[src/rtl/uart_pkg.sv]
// Shared UART definitions: frame length, FSM states, baud divisor table and parity helper.
package uart_pkg;

  localparam int FRAME_BITS = 11;
  localparam int BAUD_W     = 19;

  typedef enum logic {
    IDLE = 1'b0,
    SEND = 1'b1
  } uart_state_e;

  // Clock cycles per bit at a 100 MHz system clock.
  function automatic logic [BAUD_W-1:0] baud_count(input logic [3:0] sel);
    case (sel)
      4'd0:    return 19'd333333;
      4'd1:    return 19'd83333;
      4'd2:    return 19'd41667;
      4'd3:    return 19'd20833;
      4'd4:    return 19'd10417;
      4'd5:    return 19'd5208;
      4'd6:    return 19'd2604;
      4'd7:    return 19'd1736;
      4'd8:    return 19'd868;
      4'd9:    return 19'd434;
      4'd10:   return 19'd217;
      default: return 19'd109;
    endcase
  endfunction

  // Parity over the data bits actually on the wire; ohel = 1 selects odd.
  function automatic logic uart_parity(input logic [7:0] data,
                                       input logic       eight,
                                       input logic       ohel);
    return (^data[6:0]) ^ (eight & data[7]) ^ ohel;
  endfunction

endpackage

[src/rtl/uart_tx_if.sv]
// Write-port and serial-line bundle between the processor side and the UART transmitter.
interface uart_tx_if;
  logic [3:0] baud_sel;
  logic       eight;
  logic       pen;
  logic       ohel;
  logic       load;
  logic [7:0] data_in;
  logic       tx;
  logic       tx_rdy;
  logic       tx_done;

  modport master (
    output baud_sel, eight, pen, ohel, load, data_in,
    input  tx, tx_rdy, tx_done
  );

  modport slave (
    input  baud_sel, eight, pen, ohel, load, data_in,
    output tx, tx_rdy, tx_done
  );
endinterface

[src/rtl/uart_bit_timer.sv]
// Bit-time generator: reloads K-1 and counts down, flagging the last cycle of each bit.
module uart_bit_timer
  import uart_pkg::*;
(
  input  logic              clk,
  input  logic              rst_n,
  input  logic              run,
  input  logic [BAUD_W-1:0] k,
  output logic              bit_tick
);

  logic [BAUD_W-1:0] cnt;

  // A zero count marks the first cycle of a bit, so one bit spans 0, K-1 .. 1.
  always_ff @(posedge clk or negedge rst_n) begin
    if (!rst_n) begin
      cnt <= '0;
    end else if (!run) begin
      cnt <= '0;
    end else if (cnt == '0) begin
      cnt <= k - 19'd1;
    end else begin
      cnt <= cnt - 19'd1;
    end
  end

  assign bit_tick = run && (cnt == 19'd1);

endmodule

[src/rtl/uart_tx.sv]
// UART transmitter: frames a byte as start, 7/8 data, optional parity and stop bits, sent LSB-first.
module uart_tx
  import uart_pkg::*;
#(
  parameter int CLK_HZ = 100_000_000
) (
  input  logic       clk,
  input  logic       reset_n,
  uart_tx_if.slave   bus
);

  if (CLK_HZ != 100_000_000) begin : g_clk_check
    $error("uart_tx: baud table assumes a 100 MHz clock");
  end

  uart_state_e           state, state_nx;
  logic [FRAME_BITS-1:0] shift, shift_nx;
  logic [3:0]            bit_cnt, bit_nx;
  logic [3:0]            sel_q, sel_nx;
  logic                  tx_q, tx_nx;
  logic                  rdy_q, rdy_nx;
  logic                  done_q, done_nx;
  logic                  bit_tick;

  function automatic logic [FRAME_BITS-1:0] build_frame(input logic [7:0] d,
                                                        input logic       e,
                                                        input logic       p,
                                                        input logic       o);
    logic       par;
    logic [2:0] tail;
    par = uart_parity(d, e, o);
    case ({e, p})
      2'b00:   tail = 3'b111;
      2'b01:   tail = {2'b11, par};
      2'b10:   tail = {2'b11, d[7]};
      default: tail = {1'b1, par, d[7]};
    endcase
    return {tail, d[6:0], 1'b0};
  endfunction

  uart_bit_timer u_timer (
    .clk      (clk),
    .rst_n    (reset_n),
    .run      (state == SEND),
    .k        (baud_count(sel_q)),
    .bit_tick (bit_tick)
  );

  always_comb begin
    state_nx = state;
    shift_nx = shift;
    bit_nx   = bit_cnt;
    sel_nx   = sel_q;
    tx_nx    = tx_q;
    rdy_nx   = rdy_q;
    done_nx  = 1'b0;
    case (state)
      IDLE: begin
        tx_nx  = 1'b1;
        rdy_nx = 1'b1;
        if (bus.load) begin
          shift_nx = build_frame(bus.data_in, bus.eight, bus.pen, bus.ohel);
          tx_nx    = 1'b0;
          bit_nx   = '0;
          sel_nx   = bus.baud_sel;
          rdy_nx   = 1'b0;
          state_nx = SEND;
        end
      end
      SEND: begin
        if (bit_tick) begin
          if (bit_cnt == 4'(FRAME_BITS - 1)) begin
            state_nx = IDLE;
            bit_nx   = '0;
            tx_nx    = 1'b1;
            rdy_nx   = 1'b1;
            done_nx  = 1'b1;
          end else begin
            bit_nx   = bit_cnt + 4'd1;
            tx_nx    = shift[1];
            shift_nx = {1'b1, shift[FRAME_BITS-1:1]};
          end
        end
      end
      default: state_nx = IDLE;
    endcase
  end

  // Every output is a flop so the serial line never glitches.
  always_ff @(posedge clk or negedge reset_n) begin
    if (!reset_n) begin
      state   <= IDLE;
      shift   <= '1;
      bit_cnt <= '0;
      sel_q   <= '0;
      tx_q    <= 1'b1;
      rdy_q   <= 1'b1;
      done_q  <= 1'b0;
    end else begin
      state   <= state_nx;
      shift   <= shift_nx;
      bit_cnt <= bit_nx;
      sel_q   <= sel_nx;
      tx_q    <= tx_nx;
      rdy_q   <= rdy_nx;
      done_q  <= done_nx;
    end
  end

  assign bus.tx      = tx_q;
  assign bus.tx_rdy  = rdy_q;
  assign bus.tx_done = done_q;

endmodule

[src/flat_wrapper.sv]
// flat-port wrapper written by rule: the top's interface ports become plain ports
module uart_tx_flat import uart_pkg::*;
#(
  parameter int CLK_HZ = 100_000_000
)
  (clk, reset_n, bus_baud_sel, bus_eight, bus_pen, bus_ohel, bus_load, bus_data_in, bus_tx, bus_tx_rdy, bus_tx_done);
  uart_tx_if bus_i ();
  input  logic clk;
  input  logic reset_n;
  input wire logic [$bits(bus_i.baud_sel)-1:0] bus_baud_sel;
  input wire logic [$bits(bus_i.eight)-1:0] bus_eight;
  input wire logic [$bits(bus_i.pen)-1:0] bus_pen;
  input wire logic [$bits(bus_i.ohel)-1:0] bus_ohel;
  input wire logic [$bits(bus_i.load)-1:0] bus_load;
  input wire logic [$bits(bus_i.data_in)-1:0] bus_data_in;
  output wire logic [$bits(bus_i.tx)-1:0] bus_tx;
  output wire logic [$bits(bus_i.tx_rdy)-1:0] bus_tx_rdy;
  output wire logic [$bits(bus_i.tx_done)-1:0] bus_tx_done;
  assign bus_i.baud_sel = bus_baud_sel;
  assign bus_i.eight = bus_eight;
  assign bus_i.pen = bus_pen;
  assign bus_i.ohel = bus_ohel;
  assign bus_i.load = bus_load;
  assign bus_i.data_in = bus_data_in;
  assign bus_tx = bus_i.tx;
  assign bus_tx_rdy = bus_i.tx_rdy;
  assign bus_tx_done = bus_i.tx_done;
  uart_tx #(.CLK_HZ(CLK_HZ)) u_core (.clk(clk), .reset_n(reset_n), .bus(bus_i));
endmodule
[config.mk]
export PLATFORM = sky130hd
export DESIGN_NAME = uart_tx_flat
export DESIGN_NICKNAME = d
export VERILOG_FILES = /design/src/rtl/uart_pkg.sv /design/src/rtl/uart_tx_if.sv /design/src/rtl/uart_bit_timer.sv /design/src/rtl/uart_tx.sv /design/src/flat_wrapper.sv
export SDC_FILE = /design/constraint.sdc
export NUM_CORES = 1
export LEC_CHECK = 0
export CAP_MARGIN = 25
export CORE_UTILIZATION = 40
export DETAILED_ROUTE_END_ITERATION = 6
export SLEW_MARGIN = 25
export SYNTH_ARGS = -nofsm -noshare
export SYNTH_HDL_FRONTEND = slang
export SYNTH_HIERARCHICAL = 1
export SYNTH_SLANG_ARGS = --single-unit
[constraint.sdc]
create_clock -name clk -period 3.65 [get_ports clk]
set_input_delay 0.73 -clock clk [delete_from_list [all_inputs] [get_ports clk]]
set_output_delay 0.73 -clock clk [all_outputs]
set_load 0.005 [all_outputs]
== Word-level counts from Yosys, hierarchy flattened ==
Memories as Yosys holds them, arrays and structs flattened.
Index checks and enable logic that the tools add are counted.

* $lt $le $gt $ge: 0
* Equality and inequality tests: 8
* Add/subtract/negate cells: 3
* Multiply operators: 0
* Bitwise logic cells: 4
* Divide/modulo/power cells: 0
* Multiplexer cells: 25
* Reductions and logical operators: 8
* Shift-type cells: 0

{| class="wikitable"
|+ Operators with widths
! kind !! count
|-
| 2-to-1 mux 19 bit || 2
|-
| subtractor 19 x 1 -> 19 bit, second input constant || 2
|-
| 2-to-1 mux 11 bit || 3
|-
| one-hot mux 11 bit (2 select lines) || 1
|-
| == test 19 x 1 -> 1 bit, second input constant || 1
|-
| zero test 19 bit || 1
|-
| 2-to-1 mux 4 bit || 3
|-
| 2-to-1 mux 1 bit || 11
|-
| != test 2 bit, second input constant || 4
|-
| one-hot mux 4 bit (2 select lines) || 1
|-
| XOR reduction 7 bit || 1
|-
| one-hot mux 1 bit (2 select lines) || 3
|-
| one-hot mux 2 bit (3 select lines) || 1
|-
| AND reduction 2 bit || 3
|-
| adder 4 x 1 -> 4 bit, second input constant || 1
|-
| == test 4 bit, second input constant || 1
|-
| AND reduction 3 bit || 1
|-
| == test 2 x 1 -> 1 bit, second input constant || 1
|-
| == test 2 bit, second input constant || 1
|-
| zero test 2 bit || 1
|-
| bitwise XOR 1 bit || 2
|-
| bitwise AND 1 bit || 1
|-
| logical AND 1 bit || 1
|-
| NOT 1 bit || 1
|}

* Bits in read-only memories: 288
* Bits in registers: 42
* Latch bits: 0
* Memories kept: 1
* Output and inout bits: 3
* RAM bits: 0
* Logic and storage cells: 57
* Input bits: 18

{| class="wikitable"
|+ Memories
! memory !! depth !! bits a word !! rd ports !! clocked after memory_dff !! write ports !! line !! text
|-
| (name not given) || 16 || 18 || 1 || 0 || 0 || uart_pkg.sv:14 || <nowiki>case (sel)</nowiki>
|}

== Longest topological paths before layout ==
Gate-level depths: netlist (run 1).

* Word-level depth: 6
* Gate-level depth with buffers: 11

== Hierarchy ==
The synthesis (run 1) kept the hierarchy.

{| class="wikitable"
|+ By module, submodules not included
! module !! times used !! cells an instance !! area an instance (um^2)
|-
| uart_bit_timer || 1 || 163 || 1471.4
|-
| uart_tx || 1 || 163 || 1405.1
|}

== Worst setup path before layout (run 1) ==
OpenSTA, ideal clock, no wires.

* Kind: reg2reg
* From: register u_core.sel_q[1]
* To: register u_core.u_timer.cnt[14]
* Buffers on the path: 0
* Data arrival time: 2331 ps
* Data required time: 3522 ps
* Clock period less this slack: 2458 ps
* Cell stages (with the launch flop): 12
* Path slack: 1192 ps
* Path through: dfrtp_1 -> inv_1 -> ha_1 -> nor3b_1 -> a21oi_1 -> inv_1 -> ha_1 -> nor3b_1 -> nand2_1 -> nor3_1 -> xnor2_1 -> o22ai_1

* Word-level cells in the longest chain between the ends: 4

{| class="wikitable"
|+ Ends and longest elaborated chain
! what !! line !! text
|-
| start: declaration || uart_tx.sv:19 || <nowiki>logic [3:0] sel_q, sel_nx;</nowiki>
|-
| start signal: assignment || uart_tx.sv:103 || <nowiki>sel_q <= sel_nx;</nowiki>
|-
| memory read (16 x 18 bit) || n/a ||
|-
| subtractor 19 x 1 -> 19 bit || uart_bit_timer.sv:21 || <nowiki>cnt <= k - 19'd1;</nowiki>
|-
| 2-to-1 mux 19 bit || uart_bit_timer.sv:20 || <nowiki>end else if (cnt == '0) begin</nowiki>
|-
| 2-to-1 mux 19 bit || uart_bit_timer.sv:18 || <nowiki>end else if (!run) begin</nowiki>
|-
| end signal: assignment || uart_bit_timer.sv:21 ||
|-
| end signal: assignment || uart_bit_timer.sv:23 || <nowiki>cnt <= cnt - 19'd1;</nowiki>
|-
| end: declaration || uart_bit_timer.sv:12 || <nowiki>logic [BAUD_W-1:0] cnt;</nowiki>
|}

No other way between the ends.
A chain may end at the register's enable or synchronous reset.

== Worst setup path in the final report (run 1) ==
Ends and elaborated chain as after synthesis.

==> flow_summary.json, run 1 <==
{
  "antenna_found_initial": 0,
  "drt-pass1-iter-count": 4,
  "port_buffers": 20,
  "wire_per_inst_um": 13.6,
  "syn-cell-area_um2": 2880,
  "synth_cell_types": 49,
  "grt.total_usage": 0.179,
  "path_cells": "inv_1 -> ha_1 -> nor2b_1 -> nand2_1 -> o21ai_0 -> nor3_1 -> nand2_1 -> nor3_1 -> xnor2_1 -> o22ai_1",
  "layout.cells.most_common": "nand2_1",
  "initial_core_util": 0.419,
  "power_leakage_uw": 0.00133,
  "cts_resized": 0,
  "avgSynthCellArea_um2": 8.82,
  "die_area_um2": 7530,
  "switching_share": 0.381,
  "p_sw_uw": 616,
  "via_per_inst": 5.27,
  "cts_num_sinks": 40,
  "worst_pin_slew_ps": 748,
  "gp_congestion": 0.851,
  "final_util": 0.470,
  "slew_viol_final": 0,
  "yosysWarnings": 6,
  "seqPwrFrac": 0.457,
  "critPathMaxStageDelay_ps": 640,
  "async_flop_share": 1.00,
  "clk_path_buf_depth": 2,
  "max_freq_ghz": 0.339,
  "rsz0062_at_grt": "false",
  "path_clk_slew_ps": 80,
  "p_clk_frac": 0.188,
  "htree_levels": 2,
  "startpoint_type": "flip-flop",
  "criticalPathCategory": "reg2reg",
  "layout-drive-gt1-share": 0.0991,
  "skew_ps": 3.16,
  "post-route-period-util": 0.809,
  "min_period_ps": 2950,
  "synth_edf_count": 0,
  "power.density_nw_per_um2": 500,
  "pwr-share-comb": 0.355,
  "final_nets": 371,
  "setup_viol": 0,
  "fp-row-count": 30,
  "p_int_uw": 998,
  "cp-end-kind": "flip-flop",
  "synth-seq-cells": 40,
  "status": "completed",
  "drt_iter0_drc": 115,
  "yosysSeqAreaShare": 0.353,
  "cp.arrival_ps": 3140,
  "grt_overflow_total": 0,
  "post_cts_buffers": 0,
  "irDropWorstVdd_mv": 0.180,
  "ant_nets": 0,
  "hold_viol": 0,
  "vias": 2312,
  "holdBufCountCts": 0,
  "cts-buffers-inserted": 5,
  "antenna_cells": 0,
  "syn-instance-count": 326,
  "synth-main-ff-cell": "dfrtp_1",
  "fp.coreArea_um2": 6870,
  "chipWidth_um": 86.8,
  "fin_setup_tns_ps": 0,
  "clk_latency_ps": 300,
  "cts_tree": "built",
  "wl_um": 5970,
  "slowest_stage": "nor3_1",
  "die_h_um": 86.8,
  "grt_pass1_vias": 2154,
  "max_slew_margin": 0.497,
  "grt_pass1_wl_um": 10400,
  "mostFrequentLayoutCells": "nand2_1, nor2_1, dfrtp_1",
  "cts_root_buf": "clkbuf_8",
  "cp.required_ps": 3830,
  "worstPathMaxFanout": 8,
  "drc": 0,
  "io_pins": 21,
  "grt_start_max_net_pins": 41,
  "area_growth_pct": 12.2,
  "hold_path_class": "in2async",
  "cap_violations": 0,
  "place_hpwl_um": 4290,
  "holdWs_ps": 393
}
[per-layer routing]
metal | GRT usage | vias to the layer above | part of all wire
li1 | - | 1181 | -
met1 | 0.253 | 1081 | 0.52
met2 | 0.278 | 45 | 0.44
met3 | 0.0324 | 5 | 0.037
met4 | 0.0561 | 0 | 0.012
met5 | 0 | - | 0
[area by class of cell]
| cell class | count | area, um^2 |
|---|---|---|
| inverters | 12 | 45.0 |
| clock buffers | 5 | 68.8 |
| clock inverters | 3 | 18.8 |
| fillers | 658 | 3640 |
| multi-input cells | 260 | 1740 |
| flip-flops and latches | 40 | 1010 |
| repair buffers | 23 | 220 |
| well taps | 96 | 120 |
[power groups by stage]
stage,Sequential [uW],Combinational [uW],Clock (uW)
global route,759,649,333
CTS,737,575,316
finish,738,572,303
global placement,745,570,0
detailed placement,744,570,0
floorplan,704,468,0
[cell usage after synthesis (7+ instances only)]
library cell  number  area [um^2]
nor2_1            36          135
xor2_1            12          105
dfrtp_1           29          726
inv_1             12         45.0
ha_1              11          138
nand2_1           40          150
clkbuf_1           7         26.3
o21ai_0           14         70.1
a21oi_1           12         60.1
dfstp_2           11          289
xnor2_1           25          219
nand3_1            9         45.0
nor3_1            12         60.1
mux2i_1           13          130
[registers in the layout, summed over array words and instances (netlist names)]
name,cells
u_core/u_timer/cnt,19
u_core/shift,9
u_core/bit_cnt,4
u_core/sel_q,4
u_core/bus.tx,1
u_core/bus.tx_done,1
u_core/bus.tx_rdy,1
u_core/state,1
[worst paths after layout]
check	slack, ps	to	startpoint	cells after the start
worst max-delay path	700	u_core/u_timer/cnt[14]	u_core/sel_q[1]	10
worst max register to register	700	u_core/u_timer/cnt[14]	u_core/sel_q[1]	10
worst min-delay path	390	u_core/u_timer/cnt[7]	reset_n	1
worst min register to register	490	u_core/bus.tx_rdy	u_core/bus.tx_rdy	2
min in group clk	490	u_core/bus.tx_rdy	u_core/bus.tx_rdy	2
max in group asynchronous	2880	u_core/bus.tx	reset_n	1
[worst max-delay path: cells and delay by family (launching register included)]
family,cells,cell delay [ps]
compound gates,2,270
xor+xnor,1,170
fa+ha+maj,1,310
buf+inv,1,160
flops,1,480
simple gates,5,1440
[stage by stage]
| step | total power, uW | area (um^2) | cells | worst slack [ps] |
|---|---|---|---|---|
| final | 1610 | 3230 | 439 | 696 |
| after floorplan | 1170 | 2880 | 327 | 1190 |
| after global placement | 1310 | 3140 | 431 | 863 |
| after global routing | 1740 | 3230 | 439 | 319 |
| after detailed placement | 1310 | 3140 | 431 | 737 |
| after CTS | 1630 | 3220 | 439 | 713 |
[cell families after synthesis]
group / count (synthesis) / synth area share
AO/OA/AOI/OAI: 56 / 0.128
XOR/XNOR: 37 / 0.113
adder cells (fa/ha/maj): 11 / 0.0478
buffers and inverters: 27 / 0.0439
flip-flops: 40 / 0.353
multiplexers: 15 / 0.0531
other: 1 / 0.00130
AND/OR/NAND/NOR: 139 / 0.261
Power figures use the tool's default switching activity.
==> inputs of run 2 (changes only) <==
==> constraint.sdc (replaced) <==
create_clock -name clk -period 3 [get_ports clk]
set_input_delay 0.6 -clock clk [delete_from_list [all_inputs] [get_ports clk]]
set_output_delay 0.6 -clock clk [all_outputs]
set_load 0.005 [all_outputs]
==> run 2 against run 1 <==
Non-clock buffer count rose by 6. Highest routed layer unchanged. Via count is 0.30% higher. Cell area rose by 2.3%. Power is 28% higher. Sequential power increased by 22%. Final cell count is 1.4% higher. Largest power group unchanged. Routed wire length increased by 3.6%. Clock power up 48%. Critical path depth unchanged. Largest cell class unchanged. Count of clock-buffer cells in the layout up 2. Combinational power is 26% higher. Sequential share of layout area shrank 0.70 points.
==> flow_summary.json, run 2 (same netlist as run 1, synthesis figures left out) <==
{
  "area_growth_pct": 14.7,
  "grt.busiest_layer": "met2",
  "cts_root_buf": "clkbuf_8",
  "switching_share": 0.369,
  "critPathTopFamily": "simple AND/OR/NAND/NOR gates",
  "die_h_um": 86.8,
  "skew_ps": 3.50,
  "max_freq_ghz": 0.379,
  "fp.coreArea_um2": 6870,
  "seqPwrFrac": 0.437,
  "place_hpwl_um": 4510,
  "p_clk_frac": 0.216,
  "cp.required_ps": 3180,
  "top_register": "u_core/u_timer/cnt",
  "mostFrequentLayoutCells": "nand2_1, nor2_1, dfrtp_1",
  "antenna_cells": 0,
  "drt_iter0_drc": 101,
  "worst_pin_slew_ps": 687,
  "grtUsageMet1": 0.254,
  "grt_pass1_vias": 2219,
  "cts_tree": "built",
  "vias": 2319,
  "use_met3": 0.0324,
  "critPathMaxStageDelay_ps": 480,
  "wl_um": 6180,
  "grt_pass1_wl_um": 10600,
  "drt-pass1-iter-count": 4,
  "initial_core_util": 0.419,
  "grt_util_met2": 0.280,
  "grt_overflow_total": 0,
  "antenna_found_initial": 0,
  "grt.total_usage": 0.180,
  "cpMostUsedCell": "nor4_2",
  "worstPathMaxFanout": 8,
  "nFillCells": 666,
  "grt_start_max_net_pins": 41,
  "drc": 0,
  "port_buffers": 20,
  "criticalPathCategory": "reg2reg",
  "ant_nets": 0,
  "clk_latency_ps": 290,
  "holdBufCountCts": 0,
  "fp-row-count": 30,
  "die_area_um2": 7530,
  "startpoint_type": "flip-flop",
  "reg_top3": "u_core/u_timer/cnt: 19 flops, u_core/shift: 9 flops",
  "crit_buf_inv": 2,
  "path_clk_slew_ps": 80,
  "pwr-share-comb": 0.347,
  "max_slew_margin": 0.542,
  "final_nets": 377,
  "fin_setup_tns_ps": 0,
  "wire_per_inst_um": 13.9,
  "cap_violations": 0,
  "via_per_inst": 5.21,
  "hold_viol": 0,
  "cts_resized": 0,
  "power.density_nw_per_um2": 627,
  "cp.arrival_ps": 2820,
  "setup_viol": 0,
  "post_cts_buffers": 0,
  "min_period_ps": 2640,
  "cp-end-kind": "flip-flop",
  "cts-buffers-inserted": 5,
  "layout.cells.most_common": "nand2_1",
  "irDropWorstVdd_mv": 0.213,
  "power_leakage_uw": 0.00137,
  "p_int_uw": 1300,
  "p_sw_uw": 764,
  "slowest_stage": "dfrtp_1",
  "pre_cts_ws_ps": 396,
  "htree_levels": 2,
  "path_cells": "inv_1 -> ha_1 -> nor2b_1 -> o21bai_1 -> nor4_2 -> buf_4 -> nand3b_1 -> nor4_2 -> xnor2_1 -> o22ai_1",
  "rsz0062_at_grt": "false",
  "gp_congestion": 0.900,
  "fin_ws_ps": 361,
  "chipWidth_um": 86.8,
  "status": "completed",
  "slew_viol_final": 0,
  "hold_path_class": "in2async",
  "largest_reg_flops": 19,
  "final_util": 0.481,
  "layout-drive-gt1-share": 0.115,
  "io_pins": 21,
  "clk_path_buf_depth": 2,
  "cts_num_sinks": 40,
  "post-route-period-util": 0.880
}
==> run 2: cell types whose count changed in the layout (fill, tap and decap cells not counted), sizes merged <==
cell    delta
clkbuf     +2
buf        +6
clkinv     -2
==> run 2: final cells by class <==
class,count,area [um^2],area share
clock inverter,1,8.76,0.00265
tap,96,120,0.0364
sequential,40,1010,0.307
timing repair buffer,29,265,0.0804
clock buffer,7,108,0.0326
multi-input combinational,260,1740,0.527
inverter,12,45.0,0.0136
==> run 2: through the flow <==
| step | total power [uW] | hold WS (ps) | cell area (um^2) | std cells |
|---|---|---|---|---|
| after detailed placement | 1620 | 483 | 3180 | 437 |
| final | 2070 | 280 | 3300 | 445 |
| after CTS | 2080 | 477 | 3300 | 445 |
| after global placement | 1610 | 475 | 3180 | 437 |
| after global routing | 2210 | 314 | 3300 | 445 |
| after floorplan | 1430 | 304 | 2880 | 327 |
==> run 2: final timing paths <==
kind,cells past startpoint,from,slack [ps],endpoint
max,10,u_core/sel_q[1],360,u_core/u_timer/cnt[18]
min,1,reset_n,280,u_core/u_timer/cnt[15]
max reg2reg,10,u_core/sel_q[1],360,u_core/u_timer/cnt[18]
min reg2reg,2,u_core/bus.tx_rdy,490,u_core/bus.tx_rdy
max in group asynchronous,1,reset_n,2350,u_core/bus.tx_rdy
min in group clk,2,u_core/bus.tx_rdy,490,u_core/bus.tx_rdy
==> run 2: worst reg2reg max path, delay by kind of cell (launching register included) <==
| kind | cells | cell delay (ps) |
|---|---|---|
| buffers and inverters | 2 | 330 |
| flip-flops | 1 | 480 |
| XOR/XNOR | 1 | 160 |
| AO/OA/AOI/OAI | 2 | 380 |
| AND/OR/NAND/NOR | 4 | 850 |
| adder cells (fa/ha/maj) | 1 | 320 |
==> run 2: metal layers <==
metal,vias to the layer above,share of wire,routed length [um]
met3,9,0.028,176
met5,-,0,0
met1,1091,0.52,3200
li1,1183,-,-
met2,36,0.44,2720
met4,0,0.014,88
==> run 2: power by group through the flow <==
stage | clock network, uW | logic (uW) | registers, uW
2_1_floorplan | 0 | 569 | 857
3_3_place_gp | 0 | 705 | 905
3_5_place_dp | 0 | 716 | 909
4_1_cts | 458 | 720 | 901
5_1_grt | 480 | 799 | 930
6_report | 447 | 718 | 903
